[src/rtl/cam_enroll_pkg.sv]
// Shared encodings for the CAM enrollment controller: response status codes and FSM states.
package cam_enroll_pkg;

  typedef enum logic [1:0] {
    STATUS_OK        = 2'b00,
    STATUS_DUPLICATE = 2'b01,
    STATUS_FULL      = 2'b10,
    STATUS_NOT_FOUND = 2'b11
  } status_e;

  typedef enum logic [2:0] {
    S_IDLE   = 3'd0,
    S_LOOKUP = 3'd1,
    S_WRITE  = 3'd2,
    S_WAIT   = 3'd3,
    S_RESP   = 3'd4
  } state_e;

endpackage

[src/rtl/cam_enroll_ctrl_if.sv]
// Request/response bus of the enrollment controller. req_op exists only when CAM_ENROLL_DELETE_EN is defined.
interface cam_enroll_ctrl_if #(
  parameter int DATA_WIDTH = 4,
  parameter int ADDR_WIDTH = 2
);
  // Handshake: a request transfers on a rising edge where req_valid && req_ready;
  // the requester holds req_valid/req_key (and req_op) stable until then.
  // resp_valid is a single-cycle strobe with resp_status/resp_addr valid alongside it.
  logic                  req_valid;
  logic                  req_ready;
  logic [DATA_WIDTH-1:0] req_key;
`ifdef CAM_ENROLL_DELETE_EN
  logic                  req_op;
`endif
  logic                  resp_valid;
  logic [1:0]            resp_status;
  logic [ADDR_WIDTH-1:0] resp_addr;

  modport master (
`ifdef CAM_ENROLL_DELETE_EN
    output req_op,
`endif
    output req_valid, req_key,
    input  req_ready, resp_valid, resp_status, resp_addr
  );

  modport slave (
`ifdef CAM_ENROLL_DELETE_EN
    input  req_op,
`endif
    input  req_valid, req_key,
    output req_ready, resp_valid, resp_status, resp_addr
  );
endinterface

[src/rtl/cam_enroll_ctrl_free_slot_finder.sv]
// Priority encoder returning the lowest clear bit of the slot-occupancy bitmap.
module free_slot_finder #(
  parameter int ADDR_WIDTH = 2
) (
  input  logic [(1<<ADDR_WIDTH)-1:0] valid_bits,
  output logic                       any_free,
  output logic [ADDR_WIDTH-1:0]      free_idx
);
  localparam int DEPTH = 1 << ADDR_WIDTH;

  // Scan high to low so the lowest free index is the last one written.
  always_comb begin
    any_free = 1'b0;
    free_idx = '0;
    for (int i = DEPTH - 1; i >= 0; i--) begin
      if (!valid_bits[i]) begin
        any_free = 1'b1;
        free_idx = ADDR_WIDTH'(i);
      end
    end
  end
endmodule

[src/rtl/cam_enroll_ctrl.sv]
// Enrollment controller upstream of a CAM: duplicate check, lowest-free-slot allocation, CAM write.
// Optional delete operation is compiled in with CAM_ENROLL_DELETE_EN.
module cam_enroll_ctrl
  import cam_enroll_pkg::*;
#(
  parameter int DATA_WIDTH = 4,
  parameter int ADDR_WIDTH = 2,
  parameter int LOOKUP_LAT = 1
) (
  input  logic                  clk,
  input  logic                  rst,
  cam_enroll_ctrl_if.slave      req_if,
  output logic [ADDR_WIDTH:0]   used_count,
  output logic [DATA_WIDTH-1:0] cam_din,
  output logic [DATA_WIDTH-1:0] cam_cmp_din,
  output logic [ADDR_WIDTH-1:0] cam_write_addr,
  output logic                  cam_write_enable,
  input  logic                  cam_busy,
  input  logic                  cam_match,
  input  logic [ADDR_WIDTH-1:0] cam_match_addr,
  output state_e                dbg_state
);
  localparam int DEPTH = 1 << ADDR_WIDTH;
  localparam int CNT_W = (LOOKUP_LAT > 1) ? $clog2(LOOKUP_LAT) : 1;
  localparam logic [CNT_W-1:0] CNT_LAST = CNT_W'(LOOKUP_LAT - 1);
  localparam logic [ADDR_WIDTH:0] USED_MAX = (ADDR_WIDTH+1)'(DEPTH);

  state_e                state_q, state_d;
  logic [DATA_WIDTH-1:0] key_q, key_d;
  logic [CNT_W-1:0]      cnt_q, cnt_d;
  logic [ADDR_WIDTH-1:0] slot_q, slot_d;
  logic [DEPTH-1:0]      valid_q, valid_d;
  logic [ADDR_WIDTH:0]   used_q, used_d;
  logic                  req_ready_q, req_ready_d;
  logic                  resp_valid_q, resp_valid_d;
  status_e               resp_status_q, resp_status_d;
  logic [ADDR_WIDTH-1:0] resp_addr_q, resp_addr_d;
  logic [DATA_WIDTH-1:0] cam_din_q, cam_din_d;
  logic [DATA_WIDTH-1:0] cmp_q, cmp_d;
  logic [ADDR_WIDTH-1:0] waddr_q, waddr_d;
  logic                  we_q, we_d;
`ifdef CAM_ENROLL_DELETE_EN
  logic                  op_q, op_d;
`endif

  logic                  any_free;
  logic [ADDR_WIDTH-1:0] free_idx;
  logic                  hit;

  free_slot_finder #(.ADDR_WIDTH(ADDR_WIDTH)) u_free_slot_finder (
    .valid_bits (valid_q),
    .any_free   (any_free),
    .free_idx   (free_idx)
  );

  // CAM contents survive a controller reset, so a hit only counts on an occupied slot.
  assign hit = cam_match && valid_q[cam_match_addr];

  always_comb begin
    state_d       = state_q;
    key_d         = key_q;
    cnt_d         = cnt_q;
    slot_d        = slot_q;
    valid_d       = valid_q;
    used_d        = used_q;
    resp_status_d = resp_status_q;
    resp_addr_d   = resp_addr_q;
    cam_din_d     = cam_din_q;
    cmp_d         = cmp_q;
    waddr_d       = waddr_q;
    we_d          = 1'b0;
`ifdef CAM_ENROLL_DELETE_EN
    op_d          = op_q;
`endif
    case (state_q)
      S_IDLE: begin
        if (req_if.req_valid && req_ready_q) begin
          key_d     = req_if.req_key;
          cam_din_d = req_if.req_key;
          cnt_d     = '0;
`ifdef CAM_ENROLL_DELETE_EN
          op_d      = req_if.req_op;
`endif
          state_d   = S_LOOKUP;
        end
      end
      S_LOOKUP: begin
        if (cnt_q == CNT_LAST) begin
`ifdef CAM_ENROLL_DELETE_EN
          if (op_q) begin
            if (hit) begin
              valid_d[cam_match_addr] = 1'b0;
              if (used_q != '0) used_d = used_q - 1'b1;
              resp_status_d = STATUS_OK;
              resp_addr_d   = cam_match_addr;
            end else begin
              resp_status_d = STATUS_NOT_FOUND;
              resp_addr_d   = '0;
            end
            state_d = S_RESP;
          end else
`endif
          if (hit) begin
            resp_status_d = STATUS_DUPLICATE;
            resp_addr_d   = cam_match_addr;
            state_d       = S_RESP;
          end else if (!any_free) begin
            resp_status_d = STATUS_FULL;
            resp_addr_d   = '0;
            state_d       = S_RESP;
          end else begin
            slot_d  = free_idx;
            state_d = S_WRITE;
          end
        end else begin
          cnt_d = cnt_q + 1'b1;
        end
      end
      S_WRITE: begin
        if (!cam_busy) begin
          we_d      = 1'b1;
          waddr_d   = slot_q;
          cmp_d     = key_q;
          cam_din_d = key_q;
          state_d   = S_WAIT;
        end
      end
      S_WAIT: begin
        if (!cam_busy) begin
          valid_d[slot_q] = 1'b1;
          if (used_q < USED_MAX) used_d = used_q + 1'b1;
          resp_status_d = STATUS_OK;
          resp_addr_d   = slot_q;
          state_d       = S_RESP;
        end
      end
      S_RESP:  state_d = S_IDLE;
      default: state_d = S_IDLE;
    endcase
    req_ready_d  = (state_d == S_IDLE);
    resp_valid_d = (state_d == S_RESP);
  end

  always_ff @(posedge clk) begin
    if (!rst) begin
      state_q       <= S_IDLE;
      key_q         <= '0;
      cnt_q         <= '0;
      slot_q        <= '0;
      valid_q       <= '0;
      used_q        <= '0;
      req_ready_q   <= 1'b0;
      resp_valid_q  <= 1'b0;
      resp_status_q <= STATUS_OK;
      resp_addr_q   <= '0;
      cam_din_q     <= '0;
      cmp_q         <= '0;
      waddr_q       <= '0;
      we_q          <= 1'b0;
`ifdef CAM_ENROLL_DELETE_EN
      op_q          <= 1'b0;
`endif
    end else begin
      state_q       <= state_d;
      key_q         <= key_d;
      cnt_q         <= cnt_d;
      slot_q        <= slot_d;
      valid_q       <= valid_d;
      used_q        <= used_d;
      req_ready_q   <= req_ready_d;
      resp_valid_q  <= resp_valid_d;
      resp_status_q <= resp_status_d;
      resp_addr_q   <= resp_addr_d;
      cam_din_q     <= cam_din_d;
      cmp_q         <= cmp_d;
      waddr_q       <= waddr_d;
      we_q          <= we_d;
`ifdef CAM_ENROLL_DELETE_EN
      op_q          <= op_d;
`endif
    end
  end

  assign req_if.req_ready   = req_ready_q;
  assign req_if.resp_valid  = resp_valid_q;
  assign req_if.resp_status = resp_status_q;
  assign req_if.resp_addr   = resp_addr_q;
  assign used_count         = used_q;
  assign cam_din            = cam_din_q;
  assign cam_cmp_din        = cmp_q;
  assign cam_write_addr     = waddr_q;
  assign cam_write_enable   = we_q;
  assign dbg_state          = state_q;
endmodule

[src/flat_wrapper.sv]
// flat-port wrapper written by rule: the top's interface ports become plain ports
module cam_enroll_ctrl_flat import cam_enroll_pkg::*;
#(
  parameter int DATA_WIDTH = 4,
  parameter int ADDR_WIDTH = 2,
  parameter int LOOKUP_LAT = 1
)
  (clk, rst, used_count, cam_din, cam_cmp_din, cam_write_addr, cam_write_enable, cam_busy, cam_match, cam_match_addr, dbg_state, req_if_req_valid, req_if_req_key, req_if_req_ready, req_if_resp_valid, req_if_resp_status, req_if_resp_addr);
  cam_enroll_ctrl_if #(.DATA_WIDTH(DATA_WIDTH), .ADDR_WIDTH(ADDR_WIDTH)) req_if_i ();
  input  logic clk;
  input  logic rst;
  output logic [ADDR_WIDTH:0] used_count;
  output logic [DATA_WIDTH-1:0] cam_din;
  output logic [DATA_WIDTH-1:0] cam_cmp_din;
  output logic [ADDR_WIDTH-1:0] cam_write_addr;
  output logic cam_write_enable;
  input  logic cam_busy;
  input  logic cam_match;
  input  logic [ADDR_WIDTH-1:0] cam_match_addr;
  output state_e dbg_state;
  input wire logic [$bits(req_if_i.req_valid)-1:0] req_if_req_valid;
  input wire logic [$bits(req_if_i.req_key)-1:0] req_if_req_key;
  output wire logic [$bits(req_if_i.req_ready)-1:0] req_if_req_ready;
  output wire logic [$bits(req_if_i.resp_valid)-1:0] req_if_resp_valid;
  output wire logic [$bits(req_if_i.resp_status)-1:0] req_if_resp_status;
  output wire logic [$bits(req_if_i.resp_addr)-1:0] req_if_resp_addr;
  assign req_if_i.req_valid = req_if_req_valid;
  assign req_if_i.req_key = req_if_req_key;
  assign req_if_req_ready = req_if_i.req_ready;
  assign req_if_resp_valid = req_if_i.resp_valid;
  assign req_if_resp_status = req_if_i.resp_status;
  assign req_if_resp_addr = req_if_i.resp_addr;
  cam_enroll_ctrl #(.DATA_WIDTH(DATA_WIDTH), .ADDR_WIDTH(ADDR_WIDTH), .LOOKUP_LAT(LOOKUP_LAT)) u_core (.clk(clk), .rst(rst), .req_if(req_if_i), .used_count(used_count), .cam_din(cam_din), .cam_cmp_din(cam_cmp_din), .cam_write_addr(cam_write_addr), .cam_write_enable(cam_write_enable), .cam_busy(cam_busy), .cam_match(cam_match), .cam_match_addr(cam_match_addr), .dbg_state(dbg_state));
endmodule
[config.mk]
export PLATFORM = sky130hd
export DESIGN_NAME = cam_enroll_ctrl_flat
export DESIGN_NICKNAME = d
export VERILOG_FILES = /design/src/rtl/cam_enroll_pkg.sv /design/src/rtl/cam_enroll_ctrl_if.sv /design/src/rtl/cam_enroll_ctrl_free_slot_finder.sv /design/src/rtl/cam_enroll_ctrl.sv /design/src/flat_wrapper.sv
export SDC_FILE = /design/constraint.sdc
export NUM_CORES = 1
export LEC_CHECK = 0
export ABC_AREA = 1
export CAP_MARGIN = 20
export CELL_PAD_IN_SITES_DETAIL_PLACEMENT = 1
export CELL_PAD_IN_SITES_GLOBAL_PLACEMENT = 1
export CORE_MARGIN = 2
export CORE_UTILIZATION = 36
export CTS_BUF_LIST = sky130_fd_sc_hd__clkbuf_2 sky130_fd_sc_hd__clkbuf_4 sky130_fd_sc_hd__clkbuf_8
export DETAILED_ROUTE_END_ITERATION = 10
export PLACE_DENSITY_LB_ADDON = 0.2
export SLEW_MARGIN = 10
export SYNTH_ARGS = -nofsm -noshare
export SYNTH_HDL_FRONTEND = slang
export SYNTH_SLANG_ARGS = --single-unit
[constraint.sdc]
create_clock -name clk -period 1.7 [get_ports clk]
set_input_delay 0.34 -clock clk [delete_from_list [all_inputs] [get_ports clk]]
set_output_delay 0.34 -clock clk [all_outputs]
set_load 0.01 [all_outputs]
==> results.ini <==
[outcome]
run_status=finished clean

[floorplanning]
core_mm2=0.00363
die_area_mm2=0.00428
num_rows=22
start_util_pct=37.4
die_y_um=65.4
die_x_um=65.4
pin_count=34

[sta]
final-hold-violation-count=0
setup_viol=0
rsz0062_at_grt=no
slew_viol_final=0
finalCritPeriodShare_pct=96.1
slew_headroom_pct=75.7
timing.final.crit_period_ns=1.63
max_freq_mhz=612
worstMarginPinSlew_ns=0.364
tns_ns=0
skew_ns=0.00859

[drt]
num_vias=1347
drt_wl_total_um=3760
route.detailed.drc=0
dr.pass1.iters=4
postRouteAntennaNets=0
drt-initial-drc-count=40
routed_via_density=4.95
wl_per_cell_um=13.8

[worst_setup_path]
cp-start-kind=register
cp_max_fo=4
crit_arrival_ns=1.29
max_stage_delay_ns=0.58
critical_path_required_ns=1.36
critical_path_buf_inv_count=1
crit_type=register to output pin
crit_path_end_kind=output pin
worstPathCellList=clkdlybuf4s50_1
cpMaxStageDelayCell=clkdlybuf4s50_1
path_delay_family=buffers and inverters

[placed_design]
dp_hpwl_um=2930
gp_congestion=0.851
io_buffers=33
placed_area_mm2=0.00182

[synthesis]
synth_area_per_cell_um2=7.76
synth_fp_nets=187
synth.distinct_cells=23
yosysWarningCount=0
syn_area_mm2=0.00136
synth-seq-cells=33
yosysSeqAreaShare_pct=48.6
syn_inst=175

[global_routing]
grt_usage_pct=19.6
grt_pass1_wl_um=6140
antenna_found_initial=0
grt_pass1_vias=1371
grt_overflow=0
grt_max_degree=16

[cts]
postCtsHoldBufs=0
path_clk_slew_ns=0.07
clockBufferDepth=2
numClockSinks=33
cts-htree-levels=2
cts_tree=yes
cts_setup_buffers=0
root_buffer=clkbuf_8
worstSkewPairLatency_ns=0.29
numCtsBuffers=5
postCtsResizedCells=1

[power]
swShare_pct=25.2
p_int_w=0.00148
power.leakage_nw=0.766
irDropWorstVdd_mv=0.429
finalPower_w=0.00198
pwr-share-clk_pct=39.7
combinationalPowerShare_pct=16.9
p_seq_share_pct=43.5
switchingPower_w=0.000499
powerDensity_mw_per_mm2=1020

[finish]
antenna_cells=0
drive_above_1_share_pct=16.5
n_fill_cell=451
layout_common_cells=clkdlybuf4s50_1, dfxtp_1, nor2_1, inv_1, o21ai_0
nets=235
syn_to_final_growth_pct=43.1
fin_area_mm2=0.00194

[hold_path]
min_path_type=register to register

[flow_run]
maxCapViolations=0

==> power by group through the flow <==
stage               sequential (W)  clock, W  combinational [W]
floorplan                 0.000889         0           0.000146
global placement          0.000874         0           0.000324
detailed placement        0.000878         0           0.000334
CTS                       0.000861  0.000810           0.000338
global route              0.000865  0.000843           0.000369
finish                    0.000861  0.000786           0.000334
==> logic make-up after synthesis <==
kind of cell,after synthesis,share of synthesized area [%]
simple gates,69,24.8
compound gates,44,17.6
flops,33,48.6
buf+inv,27,7.46
xor+xnor,1,0.645
fa+ha+maj,1,0.921
==> cell usage after synthesis, drive strengths merged <==
cell type	number	area (µm²)
a21oi	14	73.8
nor2	28	123
dfxtp	33	661
xor2	1	8.76
a211oi	4	30.0
nand3	11	60.1
clkbuf	3	11.3
ha	1	12.5
nor3	2	10.0
o21ai	22	110
nand4	4	31.3
nand2	24	113
a31oi	4	25.0
inv	24	90.1
==> worst paths after layout <==
path / slack (ns) / from / cells after the start / to
worst max-delay path: 0.07 / u_core.dbg_state[2] / 1 / dbg_state[2]
worst min-delay path: 0.49 / u_core.key_q[1] / 2 / u_core.key_q[1]
worst max register to register: 0.26 / u_core.dbg_state[0] / 8 / u_core.req_if.req_ready
worst min register to register: 0.49 / u_core.key_q[1] / 2 / u_core.key_q[1]
==> layout make-up <==
cell class	count	area [µm²]	share of cell area [%]
Clock inverter	1	30.0	1.54
Timing Repair Buffer	44	415	21.4
Sequential cell	33	662	34.0
Multi-Input combinational cell	115	597	30.7
Inverter	24	90.1	4.63
Clock buffer	7	90.1	4.63
Tap cell	48	60.1	3.09
==> through the flow <==
| stage | cells | utilization [%] | setup slack (ns) | hold slack [ns] |
|---|---|---|---|---|
| floorplan | 175 | - | 0.438 | 0.445 |
| global placement | 264 | 50.1 | -0.0611 | 0.460 |
| detailed placement | 264 | 50.1 | -0.211 | 0.479 |
| CTS | 272 | 53.4 | 0.0481 | 0.493 |
| global route | 272 | 53.5 | 0.0287 | 0.513 |
| finish | 272 | 53.5 | 0.0667 | 0.487 |
==> metal layers <==
metal / global-route usage, % / vias to the layer above / share of wire (%)
li1: - / 668 / -
met1: 18.5 / 655 / 39
met2: 38.6 / 17 / 56
met3: 5.65 / 7 / 3.1
met4: 7.81 / 0 / 1.9
met5: 0 / - / 0
==> flip-flops by register name, summed over array words and instances, names as in the netlist, 3 cells and up <==
| register | flops |
|---|---|
| u_core.cam_din | 4 |
| u_core.valid_q | 4 |
| u_core.dbg_state | 3 |
| u_core.cam_cmp_din | 4 |
| u_core.used_count | 3 |
| u_core.key_q | 4 |
(Power assumes the default switching activity.)
